==> src/rtl/mf_unit_pipe.sv <==
// mf_unit_pipe: two-stage valid/ready pipeline applying a mode-selected bitwise function to x/y
//   ports: clk, rst (sync, active-high); in_valid/in_ready with x, y, mode, acc_clr;
//          out_valid/out_ready with out_f and out_zero (out_f == 0)
module mf_unit_pipe #(
   parameter int WIDTH = 8
) (
   input  logic             clk,
   input  logic             rst,
   input  logic             in_valid,
   output logic             in_ready,
   input  logic [WIDTH-1:0] x,
   input  logic [WIDTH-1:0] y,
   input  logic [2:0]       mode,
   input  logic             acc_clr,
   output logic             out_valid,
   input  logic             out_ready,
   output logic [WIDTH-1:0] out_f,
   output logic             out_zero
);
   logic             s1_valid_q, s1_valid_d;
   logic [WIDTH-1:0] s1_x_q, s1_x_d, s1_y_q, s1_y_d;
   logic [2:0]       s1_mode_q, s1_mode_d;
   logic             s1_clr_q, s1_clr_d;
   logic             out_valid_q, out_valid_d;
   logic [WIDTH-1:0] out_f_q, out_f_d;
   logic             out_zero_q, out_zero_d;
   logic [WIDTH-1:0] acc_q, acc_d;
   logic             xfer, accept;
   logic [WIDTH-1:0] base, res;
   always_comb begin
      xfer     = s1_valid_q && (!out_valid_q || out_ready);
      in_ready = !rst && (!s1_valid_q || xfer);
      accept   = in_valid && in_ready;
      // a clear applies to the accumulator whatever the mode of its transaction
      base     = s1_clr_q ? '0 : acc_q;
      case (s1_mode_q)
         3'b000:  res = s1_x_q;
         3'b001:  res = s1_y_q;
         3'b010:  res = s1_y_q;
         3'b011:  res = ~s1_x_q;
         3'b100:  res = s1_x_q & s1_y_q;
         3'b101:  res = s1_x_q | s1_y_q;
         3'b110:  res = s1_x_q ^ s1_y_q;
         default: res = base ^ s1_x_q;
      endcase
      s1_valid_d  = accept ? 1'b1 : (xfer ? 1'b0 : s1_valid_q);
      s1_x_d      = accept ? x : s1_x_q;
      s1_y_d      = accept ? y : s1_y_q;
      s1_mode_d   = accept ? mode : s1_mode_q;
      s1_clr_d    = accept ? acc_clr : s1_clr_q;
      out_valid_d = xfer ? 1'b1 : (out_ready ? 1'b0 : out_valid_q);
      out_f_d     = xfer ? res : out_f_q;
      out_zero_d  = xfer ? ~|res : out_zero_q;
      acc_d       = xfer ? ((s1_mode_q == 3'b111) ? res : base) : acc_q;
   end
   always_ff @(posedge clk) begin
      if (rst) begin
         s1_valid_q  <= 1'b0;
         s1_x_q      <= '0;
         s1_y_q      <= '0;
         s1_mode_q   <= '0;
         s1_clr_q    <= 1'b0;
         out_valid_q <= 1'b0;
         out_f_q     <= '0;
         out_zero_q  <= 1'b0;
         acc_q       <= '0;
      end else begin
         s1_valid_q  <= s1_valid_d;
         s1_x_q      <= s1_x_d;
         s1_y_q      <= s1_y_d;
         s1_mode_q   <= s1_mode_d;
         s1_clr_q    <= s1_clr_d;
         out_valid_q <= out_valid_d;
         out_f_q     <= out_f_d;
         out_zero_q  <= out_zero_d;
         acc_q       <= acc_d;
      end
   end
   assign out_valid = out_valid_q;
   assign out_f     = out_f_q;
   assign out_zero  = out_zero_q;
endmodule

==> config.mk <==
export PLATFORM = sky130hd
export DESIGN_NAME = mf_unit_pipe
export DESIGN_NICKNAME = d
export VERILOG_FILES = /design/src/rtl/mf_unit_pipe.sv
export SDC_FILE = /design/constraint.sdc
export NUM_CORES = 1
export LEC_CHECK = 0
export ABC_CLOCK_PERIOD_IN_PS = 2100
export CORE_UTILIZATION = 50
export DETAILED_ROUTE_END_ITERATION = 16
export DONT_BUFFER_PORTS = 1
export GPL_TIMING_DRIVEN = 0
export HOLD_SLACK_MARGIN = 0.15
export PLACE_DENSITY_LB_ADDON = 0.1
export SLEW_MARGIN = 20
export SYNTH_ARGS = -nofsm -noshare
export SYNTH_HDL_FRONTEND = slang
export SYNTH_SLANG_ARGS = --single-unit
==> constraint.sdc <==
create_clock -name clk -period 2.1 [get_ports clk]
set_input_delay 0.42 -clock clk [delete_from_list [all_inputs] [get_ports clk]]
set_output_delay 0.42 -clock clk [all_outputs]
set_load 0.01 [all_outputs]
# After elaboration in Yosys (flattened, before gate mapping)
# Index checks and enable logic that the tools add are counted.
# op_classes
reduce_logical,14
mux,7
n_bitwise,5
eq_ne,7
# ops
cell,count
one-hot mux 8 bit (6 select lines),1
two-way mux 8 bit,2
XOR 8 bit,2
equality test 3 bit (second input constant),4
bitwise AND 8 bit,1
inverter 8 bit,1
OR 8 bit,1
OR reduction 8 bit,1
equality test 3 x 2 -> 1 bit (second input constant),2
logical NOT 1 bit,4
two-way mux 1 bit,4
nonzero test 2 bit,2
equality test 3 x 1 -> 1 bit (second input constant),1
logical AND 1 bit,3
logical NOT 3 bit,1
logical OR 1 bit,2
OR reduction 2 bit,1
# word_totals
ff_bits,39
output_inout_bits,11
wordCells,42
input_bits,24

# Depth between registers and ports, before layout
# depth
ltp_word,7
depth_mapped,8
depth_no_buf,6

# Worst setup path before layout
# Ideal clock, no wire load.
# synth_path
path_type,register to register
start,register s1_mode_q[1]
end,register acc_q[6]
required_ns,1.972
stages_incl_launch_ff,9
synth_period_minus_slack_ns,1.517
n_path_buf,2
setup_slack_ns,0.583
arrival_ns,1.390
setup_time_ns,0.128
path_cell_list,dfxtp_1 > buf_6 > buf_8 > nor2b_1 > a32o_1 > a31oi_2 > o21ai_0 > a22oi_1 > nor2_1
# synth_between
elab_chain_len,4
# synth_lines
element,line,rtl
start: declaration,22,"logic [2:0] s1_mode_q, s1_mode_d;"
start signal: assignment,71,s1_mode_q <= s1_mode_d;
equality test 3 x 2 -> 1 bit or equality test 3 x 1 -> 1 bit (tied branches),36,case (s1_mode_q)
OR reduction 2 bit (no line),-,
one-hot mux 8 bit (6 select lines),36,
two-way mux 8 bit (*),54,acc_d = xfer ? ((s1_mode_q == 3'b111) ? res : base) : acc_q;
end signal: assignment,66,acc_q <= '0;
end signal: assignment,76,acc_q <= acc_d;
end: declaration,27,"logic [WIDTH-1:0] acc_q, acc_d;"
# Every way passes the cells marked *; elsewhere a longest branch is shown, timed or not.
# A chain may end at the register's enable or synchronous reset.

# Worst setup path after layout
# layout_path
start,register out_valid_q (netlist: out_valid)
end,register s1_x_q[7]
# layout_between
elab_chain_len,6
# layout_lines
element,line,rtl
start: declaration,24,"logic out_valid_q, out_valid_d;"
start signal: assignment,73,out_valid_q <= out_valid_d;
logical NOT 1 bit,31,xfer = s1_valid_q && (!out_valid_q || out_ready);
logical OR 1 bit,31,
logical AND 1 bit,31,
logical OR 1 bit,32,in_ready = !rst && (!s1_valid_q || xfer);
logical AND 1 bit,32,
via in_ready,10,"output logic in_ready,"
logical AND 1 bit,33,accept = in_valid && in_ready;
end signal: assignment,59,s1_x_q <= '0;
end signal: assignment,69,s1_x_q <= s1_x_d;
end: declaration,21,"logic [WIDTH-1:0] s1_x_q, s1_x_d, s1_y_q, s1_y_d;"
# The timed path passes the listed nets, and every way through them passes these cells.

==> impl_results.md <==
- Outcome: finished clean
- Series of cell instances along the critical path: nor2b_1 -> a21oi_1 -> and2_1 -> clkbuf_1 -> buf_2 -> nand2_1 -> o31ai_1
- Uppermost metal layer occupied by signal nets: met4
- CP arrival: 2.08 ns
- Multi-input gate area: 1200 sq um
- Number of vias in the routed layout: 1,901
- Top-Level Pins: 35
- Overall fraction of global-route tracks in use: about 26%
- Final-layout setup total negative slack: 0 ns
- Cell area power density: about 760 nW/um^2
- Main flop type after synthesis: dfxtp_1
- Setup violations, final: 0
- Number of inserted diodes: 0
- Critical path peak fanout: 10
- Initial Utilization: a little over half
- DRC Markers: 0
- Number of synthesized flops with an enable pin: 0
- CP peak stage delay: 0.34 ns
- Simple-gate share of the synthesized area: between 30% and 40%
- Clock sink count: 39
- Syn nets: 301
- Cts hold-fix bufs: 0
- Max-capacitance violation count: 0
- Horizontal die dimension: between 60 and 70 microns
- Hold crit path type: input port to flop
- Die footprint: 4500 sq um
- Wire length of the first global-routing pass: 8360 microns
- Main combinational cell family by area after synthesis: simple AND/OR/NAND/NOR gates
- Root buf cell: clkbuf_8
- Type of the worst setup path: flop to flop
- First drt pass iteration count: 5
- Total clock buffers created by CTS: 5
- Vias in the first global route: about 1,700
- Synthesized-area fraction occupied by adder cells: 0%
- Endpoints failing hold: 0
- Mux contribution to synthesized area: 0.473%
- Maximum clock frequency: 0.536 GHz
- Met2 routed wirelength: 2410 microns
- Row count: 23
- Final cell utilization of the core: 56.9%
- Flops & latches, synth: 39
- Cell types occupying the most area after synthesis: dfxtp_1 (37%), nand2_1 (9.0%), nand3b_1 (6.0%)
- Number of library cell types mapped by synthesis: 43
- Detailed-route wire length on metal 1: 2420 microns
- Clock-pin slew on the worst setup and hold paths: 0.08 ns
- Cell type of the slowest stage on the worst timing path: dfxtp_1
- CTS tree: yes
- Total of warnings raised by yosys: 0
- CTS H-tree depth: 2
- Number of nets still failing antenna checks after routing: 0
- Fill cells: 417
- Final Net Count: 308
- Fraction of synthesized cell area in xor and xnor cells: 2.07%
- WL final: 5150 microns
- Area growth from synthesis to layout: 8.27%
- Clk_lat worst skew: 0.30 ns
- Ys async rst share: 0%
- Die Y-Extent: 67.1 microns
- # resized after CTS: 0
- Fraction of the mapped netlist area in compound gates: 22.8%
- Std-Cell Core Area: 4030 sq um
- Reg area: 781 sq um
- DR iter-0 viols: 110
- Maximum ir drop on the vdd rail: 0.452 mV
- Met3 wire length: 232 microns
- Number of buffers on the longest clock path: 2
- Quantity of I/O buffers inserted on ports: 0
- Final period util: 88.8%
- Leak: 0.000883 uW
- Post-synth top cells: nand2_1 (51), dfxtp_1 (39), nor2_1 (27)
- Pin count of the biggest net entering global routing: 14
- Number of max-slew violations in the final report: 0
- Slew @ Worst Pin: 0.651 ns
- Critical Path Sink Type: flop
- CP required: 2.31 ns
- Buffer count from post-CTS setup fixing: 0
- Area share of the largest cell type after synthesis: between 30% and 40%
- Critical Path Source Type: flop
- Ratio of cells with drive above 1 in the final layout: 8.77%
- Via count normalized by instance count: roughly 5.7
- Post-route minimum period: 1.87 ns
- Global placer's final weighted congestion: 0.867
- Cell area after technology mapping: 2120 sq um
- Post-route clock skew: 0.00820 ns
- Mean instance size in the synthesized netlist: approximately 7.6 sq um
- Library cell with the largest summed area after synthesis: dfxtp_1
- Cell with the most instances after synthesis: nand2_1
- Sequential-to-total area share from yosys stat: 36.9%
- RSZ-0062 raised after global routing: false
- Mapped Cells: 277
- DP Wirelength: 3700 microns
- Headroom to the max-slew limit: a little under three fifths
- Total congestion overflow: 0
- Average routed wire per standard cell: 15.4 microns
- Antenna violations before repair: 0
-- through the flow --
step | setup slack [ns] | instance area, sq um | hold WS, ns | instances | power (uW)
after floorplan | 0.583 | 2120 | 0.467 | 277 | 1060
after global placement | 0.245 | 2180 | 0.491 | 327 | 1130
after detailed placement | 0.268 | 2180 | 0.499 | 327 | 1130
after CTS | 0.240 | 2290 | 0.219 | 335 | 1750
after global routing | 0.0201 | 2290 | 0.217 | 335 | 1820
final | 0.235 | 2290 | 0.220 | 335 | 1740
-- path summary, 6_finish.rpt --
kind,startpoint,end,slack [ns],cells past startpoint
setup / recovery,out_valid,s1_x_q[7],0.23,7
hold / removal,acc_clr,s1_clr_q,0.22,2
setup reg to reg,out_valid,s1_x_q[7],0.23,7
hold reg to reg,out_f[7],out_f[7],0.51,2
-- registers in the layout, summed over array words and instances (netlist names) --
| register | count |
|---|---|
| out_valid | 1 |
| out_f | 8 |
| out_zero | 1 |
| s1_mode_q | 3 |
| acc_q | 8 |
| s1_valid_q | 1 |
| s1_y_q | 8 |
| s1_x_q | 8 |
| s1_clr_q | 1 |
-- logic make-up after synthesis --
family,count (synthesis)
compound gates,72
xor+xnor,5
buf+inv,27
flops,39
mux,1
simple gates,133
-- where the power goes --
part	switching, uW	internal (uW)
clock	271	354
combinational	170	117
sequential	46.1	780
-- worst max-delay path: cells and delay by family (launching register included) --
kind	cells	cell delay, ns
buf+inv	2	0.61
simple gates	3	0.44
compound gates	2	0.39
flops	1	0.34
-- final cells by class --
| type | count | share of cell area [%] |
|---|---|---|
| Tap cell | 50 | 2.73 |
| Multi-Input combinational cell | 211 | 52.2 |
| Clock buffer | 5 | 3.00 |
| Inverter | 7 | 1.15 |
| Sequential cell | 39 | 34.1 |
| Buffer | 20 | 4.91 |
| Clock inverter | 3 | 1.91 |
-- cell usage in the layout (no fill, tap or decap), types with 2 or more instances in the layout --
cell and count:
buf_2 9, buf_4 2, o31ai_1 4, and2b_1 3, a31oi_1 3, nor2b_1 13, nor2_1 27, o21a_1 2
nand3b_1 17, nor3_1 6, a32o_1 4, o22ai_1 4, nand3_1 6, a21oi_1 18, nand2b_1 4, a211oi_1 4
clkbuf_8 5, dfxtp_1 39, xnor2_1 5, nand2_1 51, o21ai_1 2, o21ai_0 13, clkbuf_1 7, a22oi_1 8
inv_1 7
-- layer usage --
layer / up-vias / GRT usage, %
li1: 978 / -
met1: 869 / 34.4
met2: 46 / 40.4
met3: 8 / 3.60
met4: 0 / 10.1
met5: - / 0
No activity file was read; power rests on OpenSTA's default activity.
==> RTL edit 1, RTL diff (config.mk and constraints unchanged) <==
Add an input register stage for `mode`, cleared by the reset; this delays it by one clock. The other inputs are not delayed to match.
--- a/src/rtl/mf_unit_pipe.sv
+++ b/src/rtl/mf_unit_pipe.sv
@@ -18,4 +18,15 @@
    output logic             out_zero
 );
+
+   logic [2:0] mode_q;
+
+   always_ff @(posedge clk) begin
+      if (rst) begin
+         mode_q <= '0;
+      end else begin
+         mode_q <= mode;
+      end
+   end
+
    logic             s1_valid_q, s1_valid_d;
    logic [WIDTH-1:0] s1_x_q, s1_x_d, s1_y_q, s1_y_d;
@@ -47,5 +58,5 @@
       s1_x_d      = accept ? x : s1_x_q;
       s1_y_d      = accept ? y : s1_y_q;
-      s1_mode_d   = accept ? mode : s1_mode_q;
+      s1_mode_d   = accept ? mode_q : s1_mode_q;
       s1_clr_d    = accept ? acc_clr : s1_clr_q;
       out_valid_d = xfer ? 1'b1 : (out_ready ? 1'b0 : out_valid_q);
Function: changed (a bounded check fails within 4 cycles, from zero or initial values and one cycle with rst high).
==> RTL edit 1 against the original RTL <==
- hold slack got worse by 0.0065 ns
- core utilization is essentially flat
- combinational power shrank 21%
- fmax increased by 5.3%
- synthesized area grew 1.8%
- sequential cell count grew 3
- power fell by 4.2%
- non-clock buffer count grew 1
- first-iteration DRC count up 20%
- final area grew 0.71%
- wire length did not move
- clock skew fell by 0.0018 ns
- global-route usage up 0.13 points
- worst setup slack better by 0.094 ns
- critical path type unchanged
- largest power group unchanged
==> RTL edit 1: results (changes against the original RTL) <==
Route
  • WL per Instance: 15.22 um (-0.89%)
  • Initial DRC count: 132 (+20%)
  • Via-per-instance ratio: 5.754 (+1.4%)
  • Number of iterations in the first detailed-routing pass: 4 (-1)

Logic synthesis
  • Ranking of synthesized cells by instance count: nand2_1, dfxtp_1, nor2_1, a21oi_1, o21ai_0
  • Sequential fraction of the synthesis area: 39.02% (+2.1 points)
  • Number of nets in the synthesized netlist: 304 (+1.0%)
  • Dominant cells by area after synthesis: dfxtp_1, nand2_1, nor2_1, a21oi_1, nand3b_1
  • Most instantiated flip-flop cell in the synthesis netlist: dfxtp_1
  • Fraction of registers with async set or reset after synthesis: 0% (unchanged)
  • Post-synthesis cell type count: 38 (-12%)
  • Count of yosys warnings during synthesis: 0 (unchanged)

Hold path
  • Min-delay worst type: input port to flop

GRT
  • Pin count of the biggest net entering global routing: 13 (-1)
  • Overall routing resource usage: 25.65% (+0.13 points)
  • Vias in the first global route: 1747 (+1.1%)
  • Initial antenna violation count: 0 (unchanged)
  • Wire length of the first global-routing pass: 8514 um (+1.8%)

Worst setup path
  • Data arrival time of the critical path: 1.99 ns (-0.09 ns)
  • Maximum fanout count along the critical path: 10 (unchanged)
  • Peak per-stage delay on the critical path: 0.34 ns (about the same)
  • Kind of cell adding the most delay to the critical path: buffers and inverters
  • Highest-delay cell along the critical path: dfxtp_1

Clock network
  • Setup repair bufs after CTS: 0 (unchanged)
  • Number of H-tree levels: 2 (unchanged)
  • Cell at the root of the clock tree: clkbuf_8
  • Insertion delay to the later sink of the worst-skew pair: 0.30 ns (about the same)
  • Clock-pin slew of the registers on the worst-case setup and hold paths: 0.08 ns (about the same)
  • Number of CTS-inserted buffers: 5 (unchanged)
  • Bufs on Longest Clock Path: 2 (unchanged)
  • PostCTS Resize Cnt: 0 (unchanged)

Final layout
  • N_diodes: 0 (unchanged)
  • Share of final-layout standard cells stronger than drive strength 1: 7.292% (-1.5 points)
  • Final Net Count: 311 (+0.97%)

Placement
  • Placer congestion estimate: 0.8681 (+0.16%)
  • Count of buffers inserted at the top-level ports: 0 (unchanged)
  • HPWL after DPL: 3684 um (-0.36%)

Power and ir drop
  • Leakage power: 0.0008979 uW (+1.7%)
  • Largest voltage drop on the vdd net: 0.0004255 V (-5.9%)
  • Power Internal: 1197 uW (-4.3%)

Outcome
  • Result of the run: finished, final reports clean

Timing
  • Relative max-transition margin: 67.79% (+11 points)
  • Final worst clock skew: 0.006418 ns (-0.001783 ns)
==> RTL edit 1: worst reg2reg max path, stage by stage, from the launching register on <==
cell	delay, ns
dfxtp_1	0.34
nor2b_1	0.18
a21oi_1	0.33
and2_1	0.17
buf_2	0.23
buf_2	0.30
nand2_1	0.09
o31ai_1	0.06
==> RTL edit 1: path summary, 6_finish.rpt <==
kind,startpoint,to,slack [ns],cells after the start
min,x[0],s1_x_q[0]$_SDFFE_PP0P_,0.21,2
min reg2reg,mode_q[1]$_SDFF_PP0_,s1_mode_q[1]$_SDFFE_PP0P_,0.43,2
max,out_valid$_SDFFE_PP0P_,s1_x_q[5]$_SDFFE_PP0P_,0.33,7
max reg2reg,out_valid$_SDFFE_PP0P_,s1_x_q[5]$_SDFFE_PP0P_,0.33,7
==> RTL edit 1: cell families after synthesis <==
kind of cell / count (synthesis) / synth area share [%]
AND/OR/NAND/NOR: 130 / 29.67
AO/OA/AOI/OAI: 75 / 22.76
flip-flops: 42 / 39.02
buffers and inverters: 31 / 7.666
XOR/XNOR: 1 / 0.4066
multiplexers: 1 / 0.4646
==> RTL edit 1: power groups by stage <==
stage          combinational (uW)  clock, uW  sequential [uW]
6_report                      227        550              887
5_1_grt                       257        598              895
4_1_cts                       227        565              886
3_5_place_dp                  226          0              905
3_3_place_gp                  223          0              904
2_1_floorplan                 180          0              892
==> RTL edit 1: routing by layer <==
layer	global-route usage, %	part of all wire (%)	vias to the layer above
li1	-	-	990
met1	35.17	48	894
met2	39.60	45	50
met3	4.054	5.1	11
met4	10.37	2.1	0
met5	0	0	-
==> RTL edit 1: final cells by class <==
cell class / count / area, um2
tap: 50 / 62.56
clock inverter: 1 / 5.005
sequential: 42 / 840.8
clock buffer: 7 / 86.33
fill: 417 / 1749
multi-input combinational: 207 / 1149
buffer: 21 / 127.6
inverter: 10 / 37.54
==> RTL edit 1: per-stage QoR <==
| step | setup slack [ns] | cells | area, um2 | power, uW | util (%) |
|---|---|---|---|---|---|
| 3_3_place_gp | 0.2279 | 330 | 2217 | 1126 | 54.64 |
| 3_5_place_dp | 0.2094 | 330 | 2217 | 1131 | 54.64 |
| 2_1_floorplan | 0.5465 | 280 | 2155 | 1072 | - |
| 5_1_grt | 0.1554 | 338 | 2308 | 1750 | 56.89 |
| 6_report | 0.3289 | 338 | 2308 | 1664 | 56.89 |
| 4_1_cts | 0.3157 | 338 | 2308 | 1678 | 56.89 |
==> RTL edit 2, RTL diff (config.mk and constraints unchanged) <==
Made on the original files. The parameter `WIDTH` goes from 8 to 10.
--- a/src/rtl/mf_unit_pipe.sv
+++ b/src/rtl/mf_unit_pipe.sv
@@ -3,5 +3,5 @@
 //          out_valid/out_ready with out_f and out_zero (out_f == 0)
 module mf_unit_pipe #(
-   parameter int WIDTH = 8
+   parameter int WIDTH = 10
 ) (
    input  logic             clk,
Ports: changed (resized out_f, x and y); port bits go from 35 to 41. No check against the original RTL was run, so the function may have changed too.
==> RTL edit 2 against the original RTL <==
- first-iteration DRC count rose by 100%
- synthesized cell count up 17%
- sequential cell count is 8 higher
- largest power group unchanged
- synthesized area rose by 14%
- power is 4.7% higher
- highest routed layer unchanged
- final area grew 12%
- worst setup slack lost 0.12 ns
- count of clock-buffer cells in the layout is 2 higher
- core utilization rose by 0.13 points
- wire length rose by 18%
- fmax down 6.2%
- combinational power is 3% higher
==> RTL edit 2: results (changes against the original RTL) <==
Outcome
  • Result of the run: finished, final reports clean

Power and ir drop
  • Largest voltage drop on the vdd net: 0.0003671 V (-19%)
  • Leakage power: 0.001073 uW (+22%)
  • Clock network fraction of design power: 29.5% (-6.5 points)
  • P_seq: 989 uW (+20%)
  • Cell area power density: 708.5 nW/um2 (-6.6%)

Logic synthesis
  • Synth Area per Inst: 7.468 um2 (-2.3%)
  • Number of nets in the synthesized netlist: 351 (+17%)
  • Sequential fraction of the synthesis area: 39.00% (+2.1 points)
  • Fraction of registers with async set or reset after synthesis: 0% (unchanged)
  • Dominant cells by area after synthesis: dfxtp_1, nand2_1, nand3_1, nor2_1, o21ai_0
  • Ranking of synthesized cells by instance count: nand2_1, dfxtp_1, nor2_1, nand3_1, o21ai_0
  • Post-synthesis cell type count: 36 (-16%)

Hold path
  • Worst Hold Endpoint: s1_x_q[0]$_SDFFE_PP0P_
  • Hold_sp: x[0]

Worst setup path
  • Capturing instance or port of the critical path: out_zero$_SDFFE_PP0P_
  • Peak per-stage delay on the critical path: 0.36 ns (+0.02 ns)
  • Kind of cell adding the most delay to the critical path: compound AO/OA/AOI/OAI gates
  • First element of the critical path: s1_mode_q[0]$_SDFFE_PP0P_
  • Setup slack of the most critical reg-to-reg path: 0.11 ns (-0.12 ns)
  • Highest-delay cell along the critical path: maj3_1
  • Required time worst endpoint: 2.35 ns (+0.04 ns)
  • Maximum fanout count along the critical path: 9 (-1)

Placement
  • Placer congestion estimate: 0.8641 (-0.30%)
  • Count of buffers inserted at the top-level ports: 0 (unchanged)
  • Placement Cell Area: 2477 um2 (+14%)
  • HPWL after DPL: 4479 um (+21%)

Timing
  • Final Hold Slack: 0.2105 ns (-0.009316 ns)
  • Relative max-transition margin: 53.82% (-2.5 points)

Route
  • WL per Instance: 15.82 um (+3.0%)
  • Detailed route wirelength on metal3: 350 um (+51%)
  • Initial DRC count: 222 (+100%)
  • DR vias: 2347 (+23%)
  • Number of iterations in the first detailed-routing pass: 4 (-1)
  • Total routed wire length on the met1 layer: 2741 um (+13%)
  • Metal2 WL: 2922 um (+21%)

GRT
  • Overall routing resource usage: 24.35% (-1.2 points)
  • Wire length of the first global-routing pass: 9756 um (+17%)
  • GR Util met2: 39.79% (-0.59 points)
  • Global Route met3 Usage: 4.360% (+0.76 points)
  • Vias in the first global route: 2066 (+20%)
  • Global Route met1 Usage: 33.27% (-1.1 points)

Final layout
  • Final Net Count: 358 (+16%)
  • Non-filler cells in the finished layout: 383 (+14%)
  • Share of final-layout standard cells stronger than drive strength 1: 6.647% (-2.1 points)

Clock network
  • Setup repair bufs after CTS: 0 (unchanged)
==> RTL edit 2: repair_timing <==
item,CTS,global route
setup endpoints to repair,0,25
resized for setup,0,10
hold buffers,0,0
==> RTL edit 2: metrics by stage <==
step	power [uW]	setup TNS, ns	setup slack, ns
final	1820	0	0.1114
after detailed placement	1298	-0.9996	-0.08440
after global routing	1915	-0.01643	-0.01643
after global placement	1290	-0.7126	-0.06965
after floorplan	1220	0	0.3458
after CTS	1824	0	0.03828
==> RTL edit 2: layout make-up <==
class                      count  area share (%)
clock inverter                 1          0.1948
buffer                        25           4.481
multi-input combinational    244           52.02
inverter                       7           1.169
tap                           52           2.533
sequential                    47           36.63
clock buffer                   7           2.971
==> RTL edit 2: cells by family (layout without fill, tap and decap cells) <==
family / after synthesis / in the layout / share of synthesized area (%)
compound gates: 85 / 85 / 23.13
fa+ha+maj: 1 / 1 / 0.4150
buf+inv: 32 / 40 / 5.601
flops: 47 / 47 / 39.00
mux: 11 / 11 / 4.564
simple gates: 147 / 147 / 27.28
